[config.mk]
export PLATFORM = sky130hd
export DESIGN_NAME = timer_share_arbiter
export DESIGN_NICKNAME = d
export VERILOG_FILES = /design/src/rtl/timer_share_pkg.sv /design/src/rtl/timer_share_arbiter_rr.sv /design/src/rtl/timer_share_arbiter.sv
export SDC_FILE = /design/constraint.sdc
export NUM_CORES = 1
export LEC_CHECK = 0
export ABC_CLOCK_PERIOD_IN_PS = 4750
export CORE_ASPECT_RATIO = 1.4
export CORE_MARGIN = 2
export CORE_UTILIZATION = 39
export DETAILED_ROUTE_END_ITERATION = 7
export GPL_ROUTABILITY_DRIVEN = 0
export PLACE_DENSITY = 0.83
export SYNTH_ARGS = -nofsm -noshare
export SYNTH_HDL_FRONTEND = slang
export SYNTH_SLANG_ARGS = --single-unit
[constraint.sdc]
create_clock -name HCLK -period 4.75 [get_ports HCLK]
set_clock_uncertainty 0.1 [all_clocks]
set_input_delay 0.7125 -clock HCLK [delete_from_list [all_inputs] [get_ports HCLK]]
set_output_delay 0.7125 -clock HCLK [all_outputs]
set_load 0.01 [all_outputs]
[src/rtl/timer_share_pkg.sv]
// Shared types and register map for the timer share arbiter.
// Imported by the arbiter top and the testbench.
package timer_share_pkg;

  typedef enum logic [2:0] {
    IDLE,
    STOP,
    LOAD,
    START,
    WAIT,
    RELEASE,
    DONE
  } state_e;

  typedef enum logic {
    RES_DONE,
    RES_ABORT
  } result_e;

  localparam int REG_CTRL_OFS    = 'h4;
  localparam int REG_CMP_OFS     = 'h8;
  localparam int CTRL_ENABLE_BIT = 0;
  localparam int CTRL_PRESC_LSB  = 3;
  localparam int CTRL_PRESC_MSB  = 5;

  function automatic logic [31:0] ctrl_word(
    input logic [2:0] presc,
    input logic       en
  );
    logic [31:0] w;
    w = '0;
    w[CTRL_ENABLE_BIT] = en;
    w[CTRL_PRESC_MSB:CTRL_PRESC_LSB] = presc;
    return w;
  endfunction

endpackage

[src/rtl/timer_share_arbiter_rr.sv]
// Combinational round-robin arbiter: the first request at or
// after ptr_i (wrapping) wins; grant is one-hot or zero.
module rr_arbiter #(
  parameter int NUM_REQ = 4,
  parameter int PW      = $clog2(NUM_REQ)
) (
  input  logic [NUM_REQ-1:0] req_i,
  input  logic [PW-1:0]      ptr_i,
  output logic [NUM_REQ-1:0] gnt_o
);

  logic [PW:0]   sum;
  logic [PW-1:0] k;
  logic          found;

  always_comb begin
    gnt_o = '0;
    found = 1'b0;
    sum   = '0;
    k     = '0;
    for (int i = 0; i < NUM_REQ; i++) begin
      sum = {1'b0, ptr_i} + (PW+1)'(i);
      if (sum >= (PW+1)'(NUM_REQ))
        sum = sum - (PW+1)'(NUM_REQ);
      k = PW'(sum);
      if (!found && req_i[k]) begin
        gnt_o[k] = 1'b1;
        found    = 1'b1;
      end
    end
  end

endmodule

[src/rtl/timer_share_arbiter.sv]
// Shares one APB timer between requesters needing one-shot delays:
// arbitrate, program the timer over APB, wait for compare match.
module timer_share_arbiter
  import timer_share_pkg::*;
#(
  parameter int NUM_REQ        = 4,
  parameter int APB_ADDR_WIDTH = 12,
  parameter int TIMER_BASE     = 0
) (
  input  logic                           HCLK,
  input  logic                           HRESETn,
  input  logic [NUM_REQ-1:0]             req_i,
  input  logic [NUM_REQ-1:0][31:0]       delay_i,
  input  logic [NUM_REQ-1:0][2:0]        presc_i,
  output logic [NUM_REQ-1:0]             gnt_o,
  output logic [NUM_REQ-1:0]             done_o,
  output logic [NUM_REQ-1:0]             abort_o,
  output logic                           busy_o,
  output logic [APB_ADDR_WIDTH-1:0]      PADDR,
  output logic [31:0]                    PWDATA,
  output logic                           PWRITE,
  output logic                           PSEL,
  output logic                           PENABLE,
  input  logic [31:0]                    PRDATA,
  input  logic                           PREADY,
  input  logic                           PSLVERR,
  input  logic [1:0]                     irq_i
);

  localparam int PW = $clog2(NUM_REQ);
  localparam logic [APB_ADDR_WIDTH-1:0] CTRL_ADDR =
    APB_ADDR_WIDTH'(TIMER_BASE + REG_CTRL_OFS);
  localparam logic [APB_ADDR_WIDTH-1:0] CMP_ADDR =
    APB_ADDR_WIDTH'(TIMER_BASE + REG_CMP_OFS);

  state_e        state_q, state_d;
  result_e       res_q, res_d;
  logic          acc_q, acc_d;
  logic [PW-1:0] ptr_q, ptr_d;
  logic [PW-1:0] idx_q, idx_d;
  logic [31:0]   dly_q, dly_d;
  logic [2:0]    presc_q, presc_d;

  logic [NUM_REQ-1:0] win;
  logic [PW-1:0]      win_idx;
  logic               xfer;
  logic               xfer_done;
  logic               unused_ok;

  assign unused_ok = ^{PRDATA, irq_i[0]};

  rr_arbiter #(
    .NUM_REQ (NUM_REQ),
    .PW      (PW)
  ) u_rr (
    .req_i (req_i),
    .ptr_i (ptr_q),
    .gnt_o (win)
  );

  always_comb begin
    win_idx = '0;
    for (int i = 0; i < NUM_REQ; i++)
      if (win[i]) win_idx = PW'(i);
  end

  assign xfer = (state_q == STOP) || (state_q == LOAD) ||
                (state_q == START) || (state_q == RELEASE);
  assign xfer_done = xfer && acc_q && PREADY;

  always_comb begin
    state_d = state_q;
    res_d   = res_q;
    ptr_d   = ptr_q;
    idx_d   = idx_q;
    dly_d   = dly_q;
    presc_d = presc_q;
    acc_d   = xfer && (!acc_q || !PREADY);
    unique case (state_q)
      IDLE: if (|req_i) begin
        idx_d   = win_idx;
        dly_d   = delay_i[win_idx];
        presc_d = presc_i[win_idx];
        res_d   = RES_DONE;
        ptr_d   = (win_idx == PW'(NUM_REQ-1)) ?
                  '0 : win_idx + PW'(1);
        state_d = (delay_i[win_idx] == '0) ? DONE : STOP;
      end
      STOP, LOAD, START: if (xfer_done) begin
        if (PSLVERR) begin
          res_d   = RES_ABORT;
          state_d = RELEASE;
        end else begin
          state_d = (state_q == STOP) ? LOAD :
                    (state_q == LOAD) ? START : WAIT;
        end
      end
      // Compare match beats a simultaneous request drop.
      WAIT: if (irq_i[1]) begin
        res_d   = RES_DONE;
        state_d = RELEASE;
      end else if (!req_i[idx_q]) begin
        res_d   = RES_ABORT;
        state_d = RELEASE;
      end
      RELEASE: if (xfer_done) state_d = DONE;
      DONE:    state_d = IDLE;
      default: state_d = IDLE;
    endcase
  end

  always_ff @(posedge HCLK or negedge HRESETn) begin
    if (!HRESETn) begin
      state_q <= IDLE;
      res_q   <= RES_DONE;
      acc_q   <= 1'b0;
      ptr_q   <= '0;
      idx_q   <= '0;
      dly_q   <= '0;
      presc_q <= '0;
    end else begin
      state_q <= state_d;
      res_q   <= res_d;
      acc_q   <= acc_d;
      ptr_q   <= ptr_d;
      idx_q   <= idx_d;
      dly_q   <= dly_d;
      presc_q <= presc_d;
    end
  end

  always_comb begin
    PSEL    = xfer;
    PENABLE = xfer && acc_q;
    PWRITE  = xfer;
    PADDR   = '0;
    PWDATA  = '0;
    unique case (state_q)
      STOP:    PADDR = CTRL_ADDR;
      LOAD: begin
        PADDR  = CMP_ADDR;
        PWDATA = dly_q;
      end
      START: begin
        PADDR  = CTRL_ADDR;
        PWDATA = ctrl_word(presc_q, 1'b1);
      end
      RELEASE: PADDR = CTRL_ADDR;
      default: ;
    endcase
  end

  always_comb begin
    gnt_o   = '0;
    done_o  = '0;
    abort_o = '0;
    if (state_q != IDLE) gnt_o[idx_q] = 1'b1;
    if (state_q == DONE) begin
      if (res_q == RES_ABORT) abort_o[idx_q] = 1'b1;
      else                    done_o[idx_q]  = 1'b1;
    end
  end

  assign busy_o = (state_q != IDLE);

endmodule

==> flow_summary.html <==
<table>
<tr><th>Metric</th><th>Value</th></tr>
<tr><th colspan="2">Run status</th></tr>
<tr><td>Status</td><td>finished, final reports clean</td></tr>
<tr><th colspan="2">Detailed routing</th></tr>
<tr><td>Detailed-route wire length</td><td>15,330 µm</td></tr>
<tr><td>Number of DRC markers in iteration 0</td><td>436</td></tr>
<tr><td>Routed len/inst</td><td>18.08 µm</td></tr>
<tr><td>Final antenna-violating net count</td><td>0</td></tr>
<tr><td>Residual DRC</td><td>0</td></tr>
<tr><td>Routed via count</td><td>4,880</td></tr>
<tr><td>Via-per-instance ratio</td><td>5.755</td></tr>
<tr><td>DRT Pass-1 Iters</td><td>5</td></tr>
<tr><th colspan="2">Layout</th></tr>
<tr><td>Number of inserted diodes</td><td>0</td></tr>
<tr><td>Final Instance Count excl. Fillers</td><td>848</td></tr>
<tr><td>Filler instances</td><td>930</td></tr>
<tr><td>Final design area excluding fillers</td><td>6190 µm²</td></tr>
<tr><td>Synthesis-to-finish area growth</td><td>53.30%</td></tr>
<tr><td>Area of the multi-input gates</td><td>2649 µm²</td></tr>
<tr><td>Sequential cell area</td><td>1102 µm²</td></tr>
<tr><td>Fraction of final layout cells with drive strength greater than 1</td><td>6.592%</td></tr>
<tr><td>Final nets</td><td>901</td></tr>
<tr><th colspan="2">Die</th></tr>
<tr><td>IO Pins</td><td>242</td></tr>
<tr><td>Die outline width</td><td>90.00 µm</td></tr>
<tr><td>Die area</td><td>11,190 µm²</td></tr>
<tr><td>Core area</td><td>10,010 µm²</td></tr>
<tr><td>Starting Density</td><td>40.35%</td></tr>
<tr><td>DIE HEIGHT</td><td>124.4 µm</td></tr>
<tr><td>Std-Cell Rows</td><td>43</td></tr>
<tr><th colspan="2">CTS</th></tr>
<tr><td>Number of CTS-inserted buffers</td><td>5</td></tr>
<tr><td>Count of clock tree sinks</td><td>44</td></tr>
<tr><td>Longest Clk Path Bufs</td><td>2</td></tr>
<tr><td>TritonCTS clock tree</td><td>done</td></tr>
<tr><td>Number of levels in the clock H-tree</td><td>2</td></tr>
<tr><td>Clock insertion delay at the later pin of the skew report</td><td>280 ps</td></tr>
<tr><td>Hold-fix buffer count after cts</td><td>0</td></tr>
<tr><td>Root Driver</td><td>sky130_fd_sc_hd__clkbuf_16</td></tr>
<tr><td>Clock transition at path regs</td><td>60 ps</td></tr>
<tr><th colspan="2">Logic synthesis</th></tr>
<tr><td>Distinct cell type count of the synthesized netlist</td><td>62</td></tr>
<tr><td>Count of flip-flops with a built-in enable after synthesis</td><td>0</td></tr>
<tr><td>Syn Inst Count</td><td>540</td></tr>
<tr><td>Mapped cell area</td><td>4038 µm²</td></tr>
<tr><td>Number of synthesized register bits</td><td>44</td></tr>
<tr><td>Top_reg_cell synth</td><td>sky130_fd_sc_hd__dfrtp_1</td></tr>
<tr><td>Yosys warning count</td><td>0</td></tr>
<tr><td>Portion of the post-synthesis area used by sequential elements</td><td>27.27%</td></tr>
<tr><td>Avg Synthesized Cell Area</td><td>7.477 µm²</td></tr>
<tr><td>Ys async rst share</td><td>100.0%</td></tr>
<tr><th colspan="2">Timing</th></tr>
<tr><td>Share of the clock period used by the worst path</td><td>89.34%</td></tr>
<tr><td>Unrepaired setup endpoints after global routing</td><td>no</td></tr>
<tr><td>Slew HR</td><td>26.69%</td></tr>
<tr><td>Endpoints failing setup</td><td>0</td></tr>
<tr><td>Final Hold Fails</td><td>0</td></tr>
<tr><td>Final Max Tran Viols</td><td>0</td></tr>
<tr><td>Post-route setup TNS</td><td>0 ps</td></tr>
<tr><td>FMAX</td><td>235.6 MHz</td></tr>
<tr><td>Min Tclk post-route</td><td>4244 ps</td></tr>
<tr><td>Worst Tran Pin Value</td><td>1096 ps</td></tr>
<tr><th colspan="2">Critical path</th></tr>
<tr><td>Delay of the slowest cell on the worst path</td><td>610 ps</td></tr>
<tr><td>Setup crit start kind</td><td>flop</td></tr>
<tr><td>Crit path kind</td><td>flop to flop</td></tr>
<tr><td>Required time reported for the critical path endpoint</td><td>4820 ps</td></tr>
<tr><td>Arrival time of data at the critical path endpoint</td><td>4320 ps</td></tr>
<tr><td>Nature of the critical path endpoint</td><td>flop</td></tr>
<tr><td>Cell with the largest stage delay on the worst path</td><td>sky130_fd_sc_hd__mux4_2</td></tr>
<tr><td>CP Max Fanout</td><td>15</td></tr>
<tr><td>Cell-by-cell listing of the critical path</td><td>inv_1 &gt; ha_1 &gt; mux4_2 &gt; and3_1 &gt; nor4_4 &gt; buf_4 &gt; mux2_4 &gt; a221o_1 &gt; nor4b_2 &gt; nand4_1 &gt; o31ai_1</td></tr>
<tr><th colspan="2">GRT</th></tr>
<tr><td>Total overflow reported by the global router</td><td>0</td></tr>
<tr><td>Wire length of the first global-routing pass</td><td>24,000 µm</td></tr>
<tr><td>Largest net degree at the start of global routing</td><td>73</td></tr>
<tr><td>GRT Util Overall</td><td>26.33%</td></tr>
<tr><td>Vias in the first global route</td><td>4,779</td></tr>
<tr><td>Initial antenna violation count</td><td>0</td></tr>
<tr><th colspan="2">Placement</th></tr>
<tr><td>Number of port buffers</td><td>198</td></tr>
<tr><td>Placed insts</td><td>840</td></tr>
<tr><td>Placed standard-cell area</td><td>6025 µm²</td></tr>
<tr><td>HPWL after detailed placement</td><td>12,330 µm</td></tr>
<tr><th colspan="2">Power and ir drop</th></tr>
<tr><td>Sw Pwr</td><td>1.892 mW</td></tr>
<tr><td>Areal power density over the cells</td><td>610.0 nW/µm²</td></tr>
<tr><td>Part of the total power dissipated in sequential elements</td><td>18.9%</td></tr>
<tr><td>Reported leakage power</td><td>2.570 nW</td></tr>
<tr><td>Overall power</td><td>3.776 mW</td></tr>
<tr><td>Switching fraction of total power</td><td>50.10%</td></tr>
<tr><td>Part of the power in the clock network</td><td>10.2%</td></tr>
<tr><td>Worst-case vdd ir drop</td><td>548.9 µV</td></tr>
<tr><td>Share of power burned in combinational logic</td><td>70.9%</td></tr>
<tr><td>Internal cell power</td><td>1.884 mW</td></tr>
<tr><th colspan="2">Job</th></tr>
<tr><td>Max-capacitance violation count</td><td>0</td></tr>
<tr><th colspan="2">Hold path</th></tr>
<tr><td>HP Class</td><td>flop to flop</td></tr>
</table>
registers in the layout, indices dropped and copies added, names as in the netlist:
| signal | cells |
|---|---|
| dly_q | 32 |
| res_q | 1 |
| presc_q | 3 |
| ptr_q | 2 |
| state_q | 3 |
| idx_q | 2 |
| acc_q | 1 |
cell families after synthesis:
group                    after synthesis  share of synthesized area, %
AND/OR/NAND/NOR                      255                         31.11
flip-flops                            44                         27.27
other                                  1                       0.09288
adder cells (fa/ha/maj)                7                         2.169
AO/OA/AOI/OAI                        150                         24.64
multiplexers                          21                         6.508
buffers and inverters                 62                         8.212
power groups by stage:
stage               Sequential (mW)  Combinational, mW  Clock, mW
floorplan                     0.628               1.89          0
global placement              0.699               2.55          0
detailed placement            0.716               2.63          0
CTS                           0.709               2.64      0.390
global route                  0.740               2.90      0.405
finish                        0.713               2.68      0.387
final timing paths:
check | startpoint | endpoint | slack (ps) | cells past startpoint
hold / removal | dly_q[27] | dly_q[27] | 370 | 2
setup / recovery | ptr_q[0] | state_q[1] | 510 | 11
hold reg to reg | dly_q[27] | dly_q[27] | 370 | 2
min in group asynchronous | HRESETn | dly_q[25] | 490 | 1
max in group asynchronous | HRESETn | ptr_q[0] | 3380 | 1
setup reg to reg | ptr_q[0] | state_q[1] | 510 | 11
layout make-up:
type	instances	area share, %
sequential	44	17.81
tap	135	2.729
multi-input combinational	443	42.79
inverter	9	0.5458
clock buffer	6	2.082
clock inverter	2	0.5660
timing repair buffer	209	33.47
worst max-delay path, delay by kind of cell, from the launching register on:
| kind | cells | cell delay, ps |
|---|---|---|
| AOI/OAI and AO/OA | 2 | 630 |
| adders and majority gates | 1 | 370 |
| buffers and inverters | 2 | 360 |
| DFF | 1 | 530 |
| muxes | 2 | 910 |
| and+or+nand+nor | 4 | 1220 |
through the flow:
| stage | setup WS [ps] | hold slack [ps] | utilization [%] |
|---|---|---|---|
| detailed placement | 327.1 | 354.3 | 60.20 |
| floorplan | 847.4 | 316.9 | - |
| global route | 217.7 | 397.9 | 61.85 |
| global placement | 388.5 | 355.6 | 60.20 |
| CTS | 331.0 | 374.0 | 61.84 |
| finish | 506.1 | 371.0 | 61.85 |
synth_stat cells, types with 8 or more instances:
| library cell | instances | share of area, % |
|---|---|---|
| sky130_fd_sc_hd__nor4_1 | 10 | 1.5 |
| sky130_fd_sc_hd__and2_1 | 11 | 1.7 |
| sky130_fd_sc_hd__nor3_1 | 11 | 1.4 |
| sky130_fd_sc_hd__dfrtp_1 | 44 | 27 |
| sky130_fd_sc_hd__a31oi_1 | 12 | 1.9 |
| sky130_fd_sc_hd__a311oi_1 | 16 | 3.5 |
| sky130_fd_sc_hd__clkbuf_1 | 28 | 2.6 |
| sky130_fd_sc_hd__buf_4 | 13 | 2.4 |
| sky130_fd_sc_hd__and3_1 | 29 | 4.5 |
| sky130_fd_sc_hd__nor2_1 | 55 | 5.1 |
| sky130_fd_sc_hd__mux2_2 | 8 | 2.2 |
| sky130_fd_sc_hd__a21oi_1 | 39 | 4.8 |
| sky130_fd_sc_hd__nand2_1 | 100 | 9.3 |
| sky130_fd_sc_hd__o21ai_0 | 39 | 4.8 |
| sky130_fd_sc_hd__mux2i_1 | 9 | 2.2 |
cell usage in the layout, fill, tap and decap left out, drive strengths merged, types with 6 or more instances in the layout:
| master | count |
|---|---|
| a211oi | 6 |
| a21oi | 39 |
| a311oi | 16 |
| a31oi | 13 |
| and2 | 12 |
| and3 | 30 |
| buf | 12 |
| clkbuf | 6 |
| clkdlybuf4s50 | 197 |
| conb | 10 |
| dfrtp | 44 |
| ha | 7 |
| inv | 7 |
| mux2 | 9 |
| mux2i | 9 |
| nand2 | 100 |
| nand4 | 7 |
| nor2 | 56 |
| nor3 | 11 |
| nor4 | 13 |
| o21ai | 44 |
layer usage:
layer / global-route usage (%) / routed length [µm] / vias to the layer above
li1: - / - / 2300
met1: 30.32 / 5774 / 2287
met2: 48.44 / 7897 / 250
met3: 3.630 / 1041 / 43
met4: 11.13 / 617 / 0
met5: 0 / 0 / -
timing repair:
item                                    in CTS  in global routing
buffers inserted                             0                  0
gates resized for setup                      0                  1
endpoints found under the setup margin       0                  1
No activity file was read; power rests on OpenSTA's default activity.
